$ cat config.mk
export PLATFORM = sky130hd
export DESIGN_NAME = count_monitor
export DESIGN_NICKNAME = d
export VERILOG_FILES = /design/src/rtl/count_monitor_pkg.sv /design/src/rtl/count_monitor_filter.sv /design/src/rtl/count_monitor.sv
export SDC_FILE = /design/constraint.sdc
export NUM_CORES = 1
export LEC_CHECK = 0
export CAP_MARGIN = 20
export CORE_MARGIN = 2
export CORE_UTILIZATION = 50
export CTS_CLUSTER_DIAMETER = 80
export DETAILED_ROUTE_END_ITERATION = 10
export PLACE_DENSITY = 0.73
export SLEW_MARGIN = 10
export SYNTH_ARGS = -nofsm -noshare
export SYNTH_HDL_FRONTEND = slang
export SYNTH_HIERARCHICAL = 1
export SYNTH_SLANG_ARGS = --single-unit
$ cat constraint.sdc
create_clock -name clk -period 6.2 [get_ports clk]
set_input_delay 1.86 -clock clk [delete_from_list [all_inputs] [get_ports clk]]
set_output_delay 1.86 -clock clk [all_outputs]
set_load 0.01 [all_outputs]
$ cat src/rtl/count_monitor_pkg.sv
// Shared types and step classification for the count bus monitor.
package count_monitor_pkg;

   typedef enum logic [1:0] {
      UNLOCKED = 2'd0,
      UP       = 2'd1,
      DOWN     = 2'd2
   } state_e;

   typedef enum logic [1:0] {
      STEP_NONE = 2'd0,
      STEP_UP   = 2'd1,
      STEP_DN   = 2'd2,
      STEP_ERR  = 2'd3
   } step_e;

   // delta is (new - ref), only the low `bits` bits are meaningful
   function automatic step_e classify_step(input logic [31:0] delta,
                                           input int bits);
      logic [31:0] mask;
      logic [31:0] d;
      mask = (32'd1 << bits) - 32'd1;
      d    = delta & mask;
      if (d == 32'd0)
         return STEP_NONE;
      else if (d == 32'd1)
         return STEP_UP;
      else if (d == mask)
         return STEP_DN;
      else
         return STEP_ERR;
   endfunction

endpackage

$ cat src/rtl/count_monitor_filter.sv
// Synchronizer, stability filter and accept strobe for the count bus.
// Gray-to-binary conversion is enabled by COUNT_MONITOR_GRAY_EN.
import count_monitor_pkg::*;

module count_monitor_filter #(
   parameter int BITS       = 4,
   parameter int STABLE_CYC = 2
) (
   input  logic            i_clk,
   input  logic            i_rst,
   input  logic            i_clr,
   input  logic [BITS-1:0] i_count,
   output logic            o_acc,
   output logic [BITS-1:0] o_val
);

   localparam logic [3:0] SC = 4'(STABLE_CYC);

   logic [BITS-1:0] r_s1;
   logic [BITS-1:0] r_s2;
   logic            r_s1_vld;
   logic            r_s2_vld;
   logic [BITS-1:0] r_cand;
   logic            r_cand_vld;
   logic [3:0]      r_stab;
   logic [BITS-1:0] r_last;
   logic            r_last_vld;
   logic [BITS-1:0] w_bin;
   logic [3:0]      w_stab_nxt;

`ifdef COUNT_MONITOR_GRAY_EN
   always_comb begin
      w_bin = '0;
      for (int i = 0; i < BITS; i++)
         w_bin[i] = ^(r_s2 >> i);
   end
`else
   assign w_bin = r_s2;
`endif

   // Valid bits keep reset-cleared flops from being accepted as a value
   always_comb begin
      w_stab_nxt = 4'd0;
      if (r_s2_vld) begin
         if (!r_cand_vld || w_bin != r_cand)
            w_stab_nxt = 4'd1;
         else if (r_stab != SC)
            w_stab_nxt = r_stab + 4'd1;
         else
            w_stab_nxt = r_stab;
      end
   end

   assign o_acc = r_s2_vld && (w_stab_nxt == SC) &&
                  (!r_last_vld || w_bin != r_last);
   assign o_val = w_bin;

   always_ff @(posedge i_clk) begin
      if (i_rst) begin
         r_s1       <= '0;
         r_s2       <= '0;
         r_s1_vld   <= 1'b0;
         r_s2_vld   <= 1'b0;
         r_cand     <= '0;
         r_cand_vld <= 1'b0;
         r_stab     <= 4'd0;
         r_last     <= '0;
         r_last_vld <= 1'b0;
      end else begin
         r_s1       <= i_count;
         r_s1_vld   <= 1'b1;
         r_s2       <= r_s1;
         r_s2_vld   <= r_s1_vld;
         r_cand     <= w_bin;
         r_cand_vld <= r_s2_vld;
         r_stab     <= w_stab_nxt;
         if (i_clr) begin
            r_last_vld <= 1'b0;
         end else if (o_acc) begin
            r_last     <= w_bin;
            r_last_vld <= 1'b1;
         end
      end
   end

endmodule

$ cat src/rtl/count_monitor.sv
// Up/down count bus monitor: position, direction and illegal-jump tracking.
// Optional Gray-coded input via COUNT_MONITOR_GRAY_EN (see filter).
import count_monitor_pkg::*;

module count_monitor #(
   parameter int BITS       = 4,
   parameter int STABLE_CYC = 2,
   parameter int POS_W      = 16,
   parameter int ERR_W      = 8
) (
   input  logic             clk,
   input  logic             rst,
   input  logic             clr,
   input  logic [BITS-1:0]  count_in,
   output logic [POS_W-1:0] pos,
   output logic             dir,
   output logic             locked,
   output logic             step_pulse,
   output logic             err_pulse,
   output logic [ERR_W-1:0] err_cnt
);

   localparam logic [POS_W-1:0] POS_MAX = {1'b0, {(POS_W-1){1'b1}}};
   localparam logic [POS_W-1:0] POS_MIN = {1'b1, {(POS_W-1){1'b0}}};
   localparam logic [ERR_W-1:0] ERR_MAX = '1;

   state_e           r_state;
   logic [BITS-1:0]  r_ref;
   logic [POS_W-1:0] r_pos;
   logic             r_dir;
   logic             r_locked;
   logic             r_step;
   logic             r_errp;
   logic [ERR_W-1:0] r_err;
   logic             w_acc;
   logic [BITS-1:0]  w_val;
   logic [BITS-1:0]  w_delta;
   step_e            w_cls;

   count_monitor_filter #(
      .BITS       (BITS),
      .STABLE_CYC (STABLE_CYC)
   ) u_filter (
      .i_clk   (clk),
      .i_rst   (rst),
      .i_clr   (clr),
      .i_count (count_in),
      .o_acc   (w_acc),
      .o_val   (w_val)
   );

   assign w_delta = w_val - r_ref;
   assign w_cls   = classify_step(32'(w_delta), BITS);

   always_ff @(posedge clk) begin
      if (rst) begin
         r_state  <= UNLOCKED;
         r_ref    <= '0;
         r_pos    <= '0;
         r_dir    <= 1'b1;
         r_locked <= 1'b0;
         r_step   <= 1'b0;
         r_errp   <= 1'b0;
         r_err    <= '0;
      end else begin
         r_step <= 1'b0;
         r_errp <= 1'b0;
         if (clr) begin
            r_state  <= UNLOCKED;
            r_locked <= 1'b0;
            r_pos    <= '0;
            r_err    <= '0;
         end else if (w_acc) begin
            r_ref <= w_val;
            if (r_state == UNLOCKED) begin
               r_state  <= UP;
               r_locked <= 1'b1;
            end else begin
               unique case (w_cls)
                  STEP_UP: begin
                     if (r_pos != POS_MAX)
                        r_pos <= r_pos + 1'b1;
                     r_dir   <= 1'b1;
                     r_state <= UP;
                     r_step  <= 1'b1;
                  end
                  STEP_DN: begin
                     if (r_pos != POS_MIN)
                        r_pos <= r_pos - 1'b1;
                     r_dir   <= 1'b0;
                     r_state <= DOWN;
                     r_step  <= 1'b1;
                  end
                  STEP_ERR: begin
                     if (r_err != ERR_MAX)
                        r_err <= r_err + 1'b1;
                     r_errp <= 1'b1;
                  end
                  default: ;
               endcase
            end
         end
      end
   end

   assign pos        = r_pos;
   assign dir        = r_dir;
   assign locked     = r_locked;
   assign step_pulse = r_step;
   assign err_pulse  = r_errp;
   assign err_cnt    = r_err;

endmodule

Yosys cells after proc, flatten, opt, wreduce, memory -nomap -nowiden

Index checks and enable logic that the tools add are counted.

Bits in read-only memories: 0
Register bits: 54
Output and inout port bits: 28
Logic and storage cells: 72
RAM bits: 0
Input bits: 7
Bits in latches: 0
Memories: 0

Shifts and indexed selects: 0
Divide/modulo/power cells: 0
Equality and inequality tests: 14
$mul: 0
Bitwise gates (word level): 3
Reduce and logical (&&, ||, !) cells: 19
Add/sub/neg operators: 5
Muxes and demuxes: 15
Magnitude comparators: 0

Operators with widths:

| operator                                            | number |
|---|---|
| logical NOT 32 bit                                  | 1 |
| 2-to-1 mux 16 bit                                   | 2 |
| one-hot mux 16 bit (2 select lines)                 | 1 |
| adder 16 x 1 -> 16 bit (second input constant)      | 1 |
| != test 16 x 15 -> 1 bit (second input constant)    | 1 |
| != test 16 bit (second input constant)              | 1 |
| subtractor 16 x 1 -> 16 bit (second input constant) | 1 |
| 2-to-1 mux 4 bit                                    | 3 |
| adder 8 x 1 -> 8 bit (second input constant)        | 1 |
| != test 4 bit                                       | 2 |
| != test 8 bit (second input constant)               | 1 |
| AND reduction 4 bit                                 | 2 |
| 2-to-1 mux 2 bit                                    | 3 |
| AND reduction 2 bit                                 | 3 |
| AND reduction 5 bit                                 | 1 |
| adder 4 x 1 -> 4 bit (second input constant)        | 1 |
| == test 2 bit (second input constant)               | 2 |
| == test 4 x 1 -> 1 bit (second input constant)      | 1 |
| == test 4 x 2 -> 1 bit (second input constant)      | 1 |
| == test 4 bit (second input constant)               | 1 |
| 2-to-1 mux 1 bit                                    | 4 |
| != test 2 bit (second input constant)               | 2 |
| != test 4 x 2 -> 1 bit (second input constant)      | 1 |
| one-hot mux 2 bit (2 select lines)                  | 1 |
| other kinds (12)                                    | 18 |

Logic depth before layout (Yosys ltp)

Gate-level depths: netlist of the first run.

Depth after elaboration: 9
Gate-level depth with buffers: 17
Mapped depth without buffers: 16

Modules after synthesis

Netlist of the first run, hierarchy kept.

By module, submodules not included:

| module               | seq. area each (sq um) | times used | cells each | area an instance (sq um) |
|---|---|---|---|---|
| count_monitor        | 680.7                  | 1          | 265        | 2249.7 |
| count_monitor_filter | 480.5                  | 1          | 90         | 975.9 |

Worst setup path before layout of the first run

OpenSTA, ideal clock, no wires.

Kind: reg-to-reg
Start point: register u_filter.r_s2[0] (netlist: u_filter/o_val[0])
End point: register r_pos[15] (netlist: pos[15])
Clock period less this slack: 3989 ps
Data required time: 6082 ps
Cell stages (with the launch flop): 15
Data arrival time: 3871 ps
Setup time: 118 ps
Slack: 2211 ps
Buffers on the path: 0
Cell sequence: dfxtp_1 inv_1 ha_1 fa_1 xor2_1 and3_1 a21o_1 ha_1 ha_1 a21o_1 o21bai_2 o221a_4 o41ai_2 mux2_2 mux2i_1

Longest elaborated chain between the ends: 8
Elaborated cells between the ends (all ways): 23
Those cells by class: add/sub: 1; eq/ne: 9; mux: 6; reduce/logical: 7

RTL lines:

| what                                                              | RTL line                                            | text |
|---|---|---|
| start: declaration                                                | count_monitor_filter.sv:20                          | `logic [BITS-1:0] r_s2;` |
| start signal: assignment                                          | count_monitor_filter.sv:72                          | `r_s2 <= r_s1;` |
| subtractor 4 bit / != test 4 bit (equally long branches)          | count_monitor.sv:52, count_monitor_filter.sv:45     |  |
| == test 4 bit / logical OR 1 bit (equally long branches)          | count_monitor_pkg.sv:28, count_monitor_filter.sv:45 |  |
| 2-to-1 mux 1 bit / 2-to-1 mux 4 bit (equally long branches)       | count_monitor_pkg.sv:28, count_monitor_filter.sv:45 |  |
| 2-to-1 mux 2 bit / 2-to-1 mux 4 bit (equally long branches)       | count_monitor_pkg.sv:26, count_monitor_filter.sv:44 |  |
| 2-to-1 mux 2 bit / == test 4 x 2 -> 1 bit (equally long branches) | count_monitor_pkg.sv:24, count_monitor_filter.sv:54 |  |
| == test 2 bit, or another cell as far along                       | count_monitor.sv:79                                 | `unique case (w_cls)` |
| != test 2 bit (no source line), or another cell as far along      | -                                                   |  |
| AND reduction 5 bit (no source line)                              | -                                                   |  |
| end signal: assignment                                            | count_monitor.sv:82                                 | `r_pos <= r_pos + 1'b1;` |
| end signal: assignment                                            | count_monitor.sv:89                                 | `r_pos <= r_pos - 1'b1;` |
| end: declaration                                                  | count_monitor.sv:29                                 | `logic [POS_W-1:0] r_pos;` |

Parallel ways exist; a longest one is shown, timed or not.
A chain may end at the register's enable or synchronous reset.

Worst setup path in the final report of the first run

Ends and elaborated chain as after synthesis.

==> run metrics, run 1 <==
status=complete, no violations; hpwl dp=4860 µm; Crit. End Element=flop; pre-CTS WS=1820 ps; vias in the first global route=2525; CP max FO=22; Die Wd=84.3 µm; fmax=223 MHz; I/O pins=35; Final Core Density=61.1%; Mapped Area=approximately 3200 µm²; Sum Neg Setup Slack=0 ps; Mapped Nets=387; R2R Setup Slk=1720 ps; postcts setup bufs=0; CTS tree=yes; Slew Viols, Final=0; pin count of the biggest net entering global routing=29; final setup fails=0; GRT Util Overall=20.6%; initial antenna violation count=0; grt total ovfl=0; router iterations before antenna repair=4; non-filler instance count after layout=473; final WL=6800 µm; R2R depth=14; sequential area share after synthesis=between 30% and 40%; cell count after synthesis=355; critical path type=reg2reg; clock buffers created by TritonCTS=9; Final ANT Viol Nets=0; Nets=423; Initial Utilization=51.4%; Power Density=212 nW/µm²; Min-Delay Path Class=reg2reg; synthesis-stage register bit count=58; CTS clock-pin slew for the worst setup and hold paths=60 ps; Setup Skew=around 7.3 ps; Layout area overhead=18.8%; RSZ-0062 raised after global routing=false; DR WL/cell=14.4 µm; H-tree levels=3; DRC=0; Port-buffer cells=34; post-synthesis area per instance=9.09 µm²; Req. time, crit path=6420 ps; RD Place Congestion=about 0.91; worst r2r src=u_filter/o_val[0]; Yosys Warn Count=6; leakage power=around 0.0015 µW; Final Hold Viols=0; Slew @ Worst Pin=between 800 and 900 ps; post-cts gate resize count=0; R2R Path End=pos[15]; Worst Hold Path EP=u_filter/o_val[2]; CTS Hold Bufs=0; hold path depth=1; Clock Path Buffers=2; Slew HR=44.9%; layout cells sized above 1=8.84%; final worst-path cycle share=around 72%; setup ws final=between 1500 and 2000 ps; first-pass GRT wire length=11800 µm; predominant post-synthesis flop cell=dfxtp_1; Async S/R FF share, synth=0%; Fin Hold WS=440 ps; clk_lat worst skew=330 ps; FP Rows=29; Die H=84.3 µm; initial DRC count=167; crit path time final=4480 ps; antenna fix cells=0; drt via density=5.61; via count=approximately 2700; crit start category=flop; Max Cap Viol=0; Core ar.=around 6300 µm²; Worst Hold Launch=u_filter/r_s1[2]; number of flops mapped to enable cells by yosys=0; worst vdd ir=0.137 mV; worst path arrival time=roughly 4700 ps; Die ar.=7110 µm²; post-synthesis cell type count=63; placed insts=roughly 460; Root Driver=clkbuf_8; Sink Count=58
[placed cells by master (no fill, tap or decap), drive strengths merged, types with 3 or more instances in the layout]
cell,count
inv,13
nor2,30
nor4,5
a31oi,5
nand4,8
and3,4
clkbuf,12
mux2,5
o21ai,13
a21o,10
or3,5
clkdlybuf4s50,34
nand3,5
a211oi,5
nor2b,21
nand2b,3
a21oi,25
ha,23
dfxtp,58
nor3,4
xnor2,14
nand2,30
mux2i,4
xor2,13
[final cells by class]
| cell class | count | area [µm²] |
|---|---|---|
| fillers | 564 | 2440 |
| multi-input cells | 274 | 1970 |
| flip-flops and latches | 58 | 1160 |
| repair buffers | 35 | 348 |
| clock buffers | 12 | 155 |
| well taps | 77 | 96.3 |
| clock inverters | 4 | 50.0 |
| inverters | 13 | 48.8 |
[synthesized netlist by cell type (3+ instances only)]
cell type / count / area (µm²)
a211oi_1: 4 / 30.0
a21o_1: 9 / 67.6
a21oi_1: 25 / 125
a31oi_1: 5 / 31.3
and3_1: 4 / 25.0
clkbuf_1: 8 / 30.0
dfxtp_1: 58 / 1160
ha_1: 23 / 288
inv_1: 13 / 48.8
mux2_1: 4 / 45.0
mux2i_1: 4 / 40.0
nand2_1: 29 / 109
nand2b_1: 3 / 18.8
nand3_1: 5 / 25.0
nand4_1: 8 / 50.1
nor2_1: 29 / 109
nor2b_1: 21 / 131
nor3_1: 3 / 15.0
nor4_1: 3 / 18.8
o21ai_0: 13 / 65.1
or3_1: 4 / 25.0
xnor2_1: 14 / 123
xor2_1: 13 / 114
[kinds of logic after synthesis]
kind of cell | share of synthesized area [%]
flops | 36.0
compound gates | 17.7
xor+xnor | 7.33
simple gates | 23.0
fa+ha+maj | 10.2
buf+inv | 2.83
mux | 2.99
[worst max-delay path, cell delays in order (launching register included)]
cell	delay, ps
dfxtp_1	410
inv_1	70
ha_1	210
fa_1	390
xor2_1	190
nor4_1	310
a21o_1	130
ha_1	690
ha_1	390
a211oi_1	320
o21bai_2	160
o221a_4	290
o41ai_2	310
mux2_2	370
mux2i_1	110
[registers in the layout, indices dropped and copies added (netlist names)]
name / flops
u_filter/r_last_vld: 1
r_state: 2
locked: 1
u_filter/r_s2_vld: 1
pos: 16
u_filter/r_s1_vld: 1
u_filter/r_s1: 4
u_filter/o_val: 4
step_pulse: 1
dir: 1
u_filter/r_stab: 4
u_filter/r_cand: 4
err_cnt: 8
r_ref: 4
u_filter/r_last: 4
err_pulse: 1
u_filter/r_cand_vld: 1
[how the worst max path moves through the flow]
stage / to / cells past startpoint / slack [ps] / startpoint
floorplan: pos[15] / 14 / 2210 / u_filter/o_val[0]
global placement: pos[15] / 14 / 1960 / u_filter/o_val[0]
detailed placement: pos[15] / 14 / 1820 / u_filter/o_val[0]
CTS: pos[15] / 14 / 1740 / u_filter/o_val[0]
global route: pos[15] / 14 / 1450 / u_filter/o_val[0]
finish: pos[15] / 14 / 1720 / u_filter/o_val[0]
[per-stage QoR]
step	total power (µW)	instance area, µm²
3_5_place_dp	464	3630
2_1_floorplan	444	3230
6_report	812	3830
4_1_cts	823	3830
3_3_place_gp	462	3630
5_1_grt	849	3830
[layer usage]
layer | part of all wire (%) | wire [µm] | global-route usage, % | vias up
li1 | - | - | - | 1351
met1 | 49 | 3310 | 28.6 | 1235
met2 | 46 | 3120 | 30.7 | 63
met3 | 4.8 | 327 | 5.60 | 4
met4 | 0.65 | 44 | 7.33 | 0
met5 | 0 | 0 | 0 | -
[report_power, final]
part           total, µW  internal [µW]  switching (µW)
logic               75.8           30.5            45.3
clock network        356            207             149
registers            380            377            3.17
total                812            614             198
No activity file was read; power rests on OpenSTA's default activity.
==> run 2, diff against run 1 <==
- clock period: 6.2 -> 4.4 ns (I/O delays scaled with it)
==> run metrics, run 2 (synthesized netlist as in run 1, its figures left out) <==
final worst-path cycle share=92.9%; critical path type=reg2reg; layout cells sized above 1=9.75%; final WL=around 7000 µm; most frequent CP cell=ha_1; DRC=0; Core ar.=6280 µm²; Max Cap Viol=0; Nets=427; R2R depth=14; status=complete, no violations; H-tree levels=3; crit start category=flop; crit-path leading delay family=adder cells; worst vdd ir=0.245 mV; Power Density=between 300 and 400 nW/µm²; Final Hold Viols=0; RD Place Congestion=between 0.9 and 1; Die Wd=84.3 µm; vias in the first global route=around 2500; final setup fails=0; CTS tree=yes; initial DRC count=195; Die ar.=7110 µm²; Sink Count=58; Final Core Density=61.9%; CP max FO=10; most frequent cells in the layout=58 x dfxtp_1, 34 x clkdlybuf4s50_1, 29 x nor2_1, 29 x nand2_1, 25 x a21oi_1; most common cell after layout, fill and taps aside=dfxtp_1; Sum Neg Setup Slack=0 ps; Root Driver=clkbuf_8; I/O pins=35; placed insts=461; router iterations before antenna repair=4; Slew Viols, Final=0; crit path time final=approximately 4000 ps; grt total ovfl=0; Final ANT Viol Nets=0; worst path cell trace=inv_1 > ha_1 > fa_1 > xor2_1 > and3_1 > a21o_1 > ha_1 > buf_4 > ha_1 > a21o_2 > o221a_4 > o41ai_2 > mux2_2 > mux2i_1; hpwl dp=5060 µm; Clock Path Buffers=2; antenna fix cells=0; Port-buffer cells=34; FP Rows=29; Die H=84.3 µm; non-filler instance count after layout=477; max reg flops=16; post-cts gate resize count=0; Req. time, crit path=around 4600 ps; Slew @ Worst Pin=approximately 580 ps; CTS clock-pin slew for the worst setup and hold paths=about 70 ps; CTS Hold Bufs=0; first-pass GRT wire length=~12000 µm; hold path depth=1; Min-Delay Path Class=reg2reg; leakage power=0.00158 µW; DR WL/cell=roughly 15 µm; initial antenna violation count=0; Layout area overhead=20.5%; CP bufs+invs=2; Slew HR=approximately three fifths; via count=2710; GRT Util Overall=about a fifth; Crit. End Element=flop; CP max stage cell=dfxtp_1; pin count of the biggest net entering global routing=29; drt via density=5.68; Initial Utilization=51.4%; Slowest Stage Delay on Critical Path=430 ps; clk_lat worst skew=330 ps; worst path arrival time=approximately 4300 ps; RSZ-0062 raised after global routing=false; postcts setup bufs=0; WP depth=14; Setup Skew=roughly 5.9 ps; clock buffers created by TritonCTS=9; fmax=245 MHz
## run 2: changes by cell type in the layout (fill, tap and decap cells not counted)
cell,change
buf_4,+4
bufinv_16,+1
clkinv_4,+1
clkinvlp_4,-2
## run 2: routing by layer
metal  share of wire [%]  up-vias  global-route usage [%]  wire length, µm
li1                    -     1365                       -                -
met1                  47     1276                    28.6             3330
met2                  46       62                    32.2             3280
met3                 5.1        7                    4.03              362
met4                 1.4        0                    9.09               97
met5                   0        -                       0                0
## run 2: final timing paths
| kind | from | to | slack [ps] |
|---|---|---|---|
| hold reg to reg | u_filter/r_s1[2] | u_filter/o_val[2] | 440 |
| hold / removal | u_filter/r_s1[2] | u_filter/o_val[2] | 440 |
| setup / recovery | u_filter/o_val[0] | pos[15] | 310 |
| setup reg to reg | u_filter/o_val[0] | pos[15] | 310 |
## run 2: metrics by stage
step,cell area (µm²),worst slack (ps),total power (µW),hold slack (ps)
2_1_floorplan,3230,411,625,414
3_3_place_gp,3660,478,654,417
3_5_place_dp,3660,335,657,426
4_1_cts,3890,328,1220,441
5_1_grt,3890,118,1260,452
6_report,3890,312,1210,436
## run 2: where the power goes
part	switching, µW	internal (µW)	total [µW]
Clock	209	350	558
Sequential	4.59	531	536
Combinational	65.8	45.9	112
## run 2: final cells by class
cell class                 instances  area [µm²]
fill                             554        2390
multi-input combinational        274        1970
sequential                        58        1160
timing repair buffer              39         378
clock buffer                      12         155
tap                               77        96.3
clock inverter                     4        73.8
inverter                          13        48.8
## run 2: worst register-to-register path, stage by stage, from the launching register on
cell and delay (ps):
dfxtp_1 430, inv_1 80, ha_1 210, fa_1 390, xor2_1 180, and3_1 220, a21o_1 190, ha_1 310
buf_4 230, ha_1 370, a21o_2 270, o221a_4 300, o41ai_2 320, mux2_2 380, mux2i_1 110
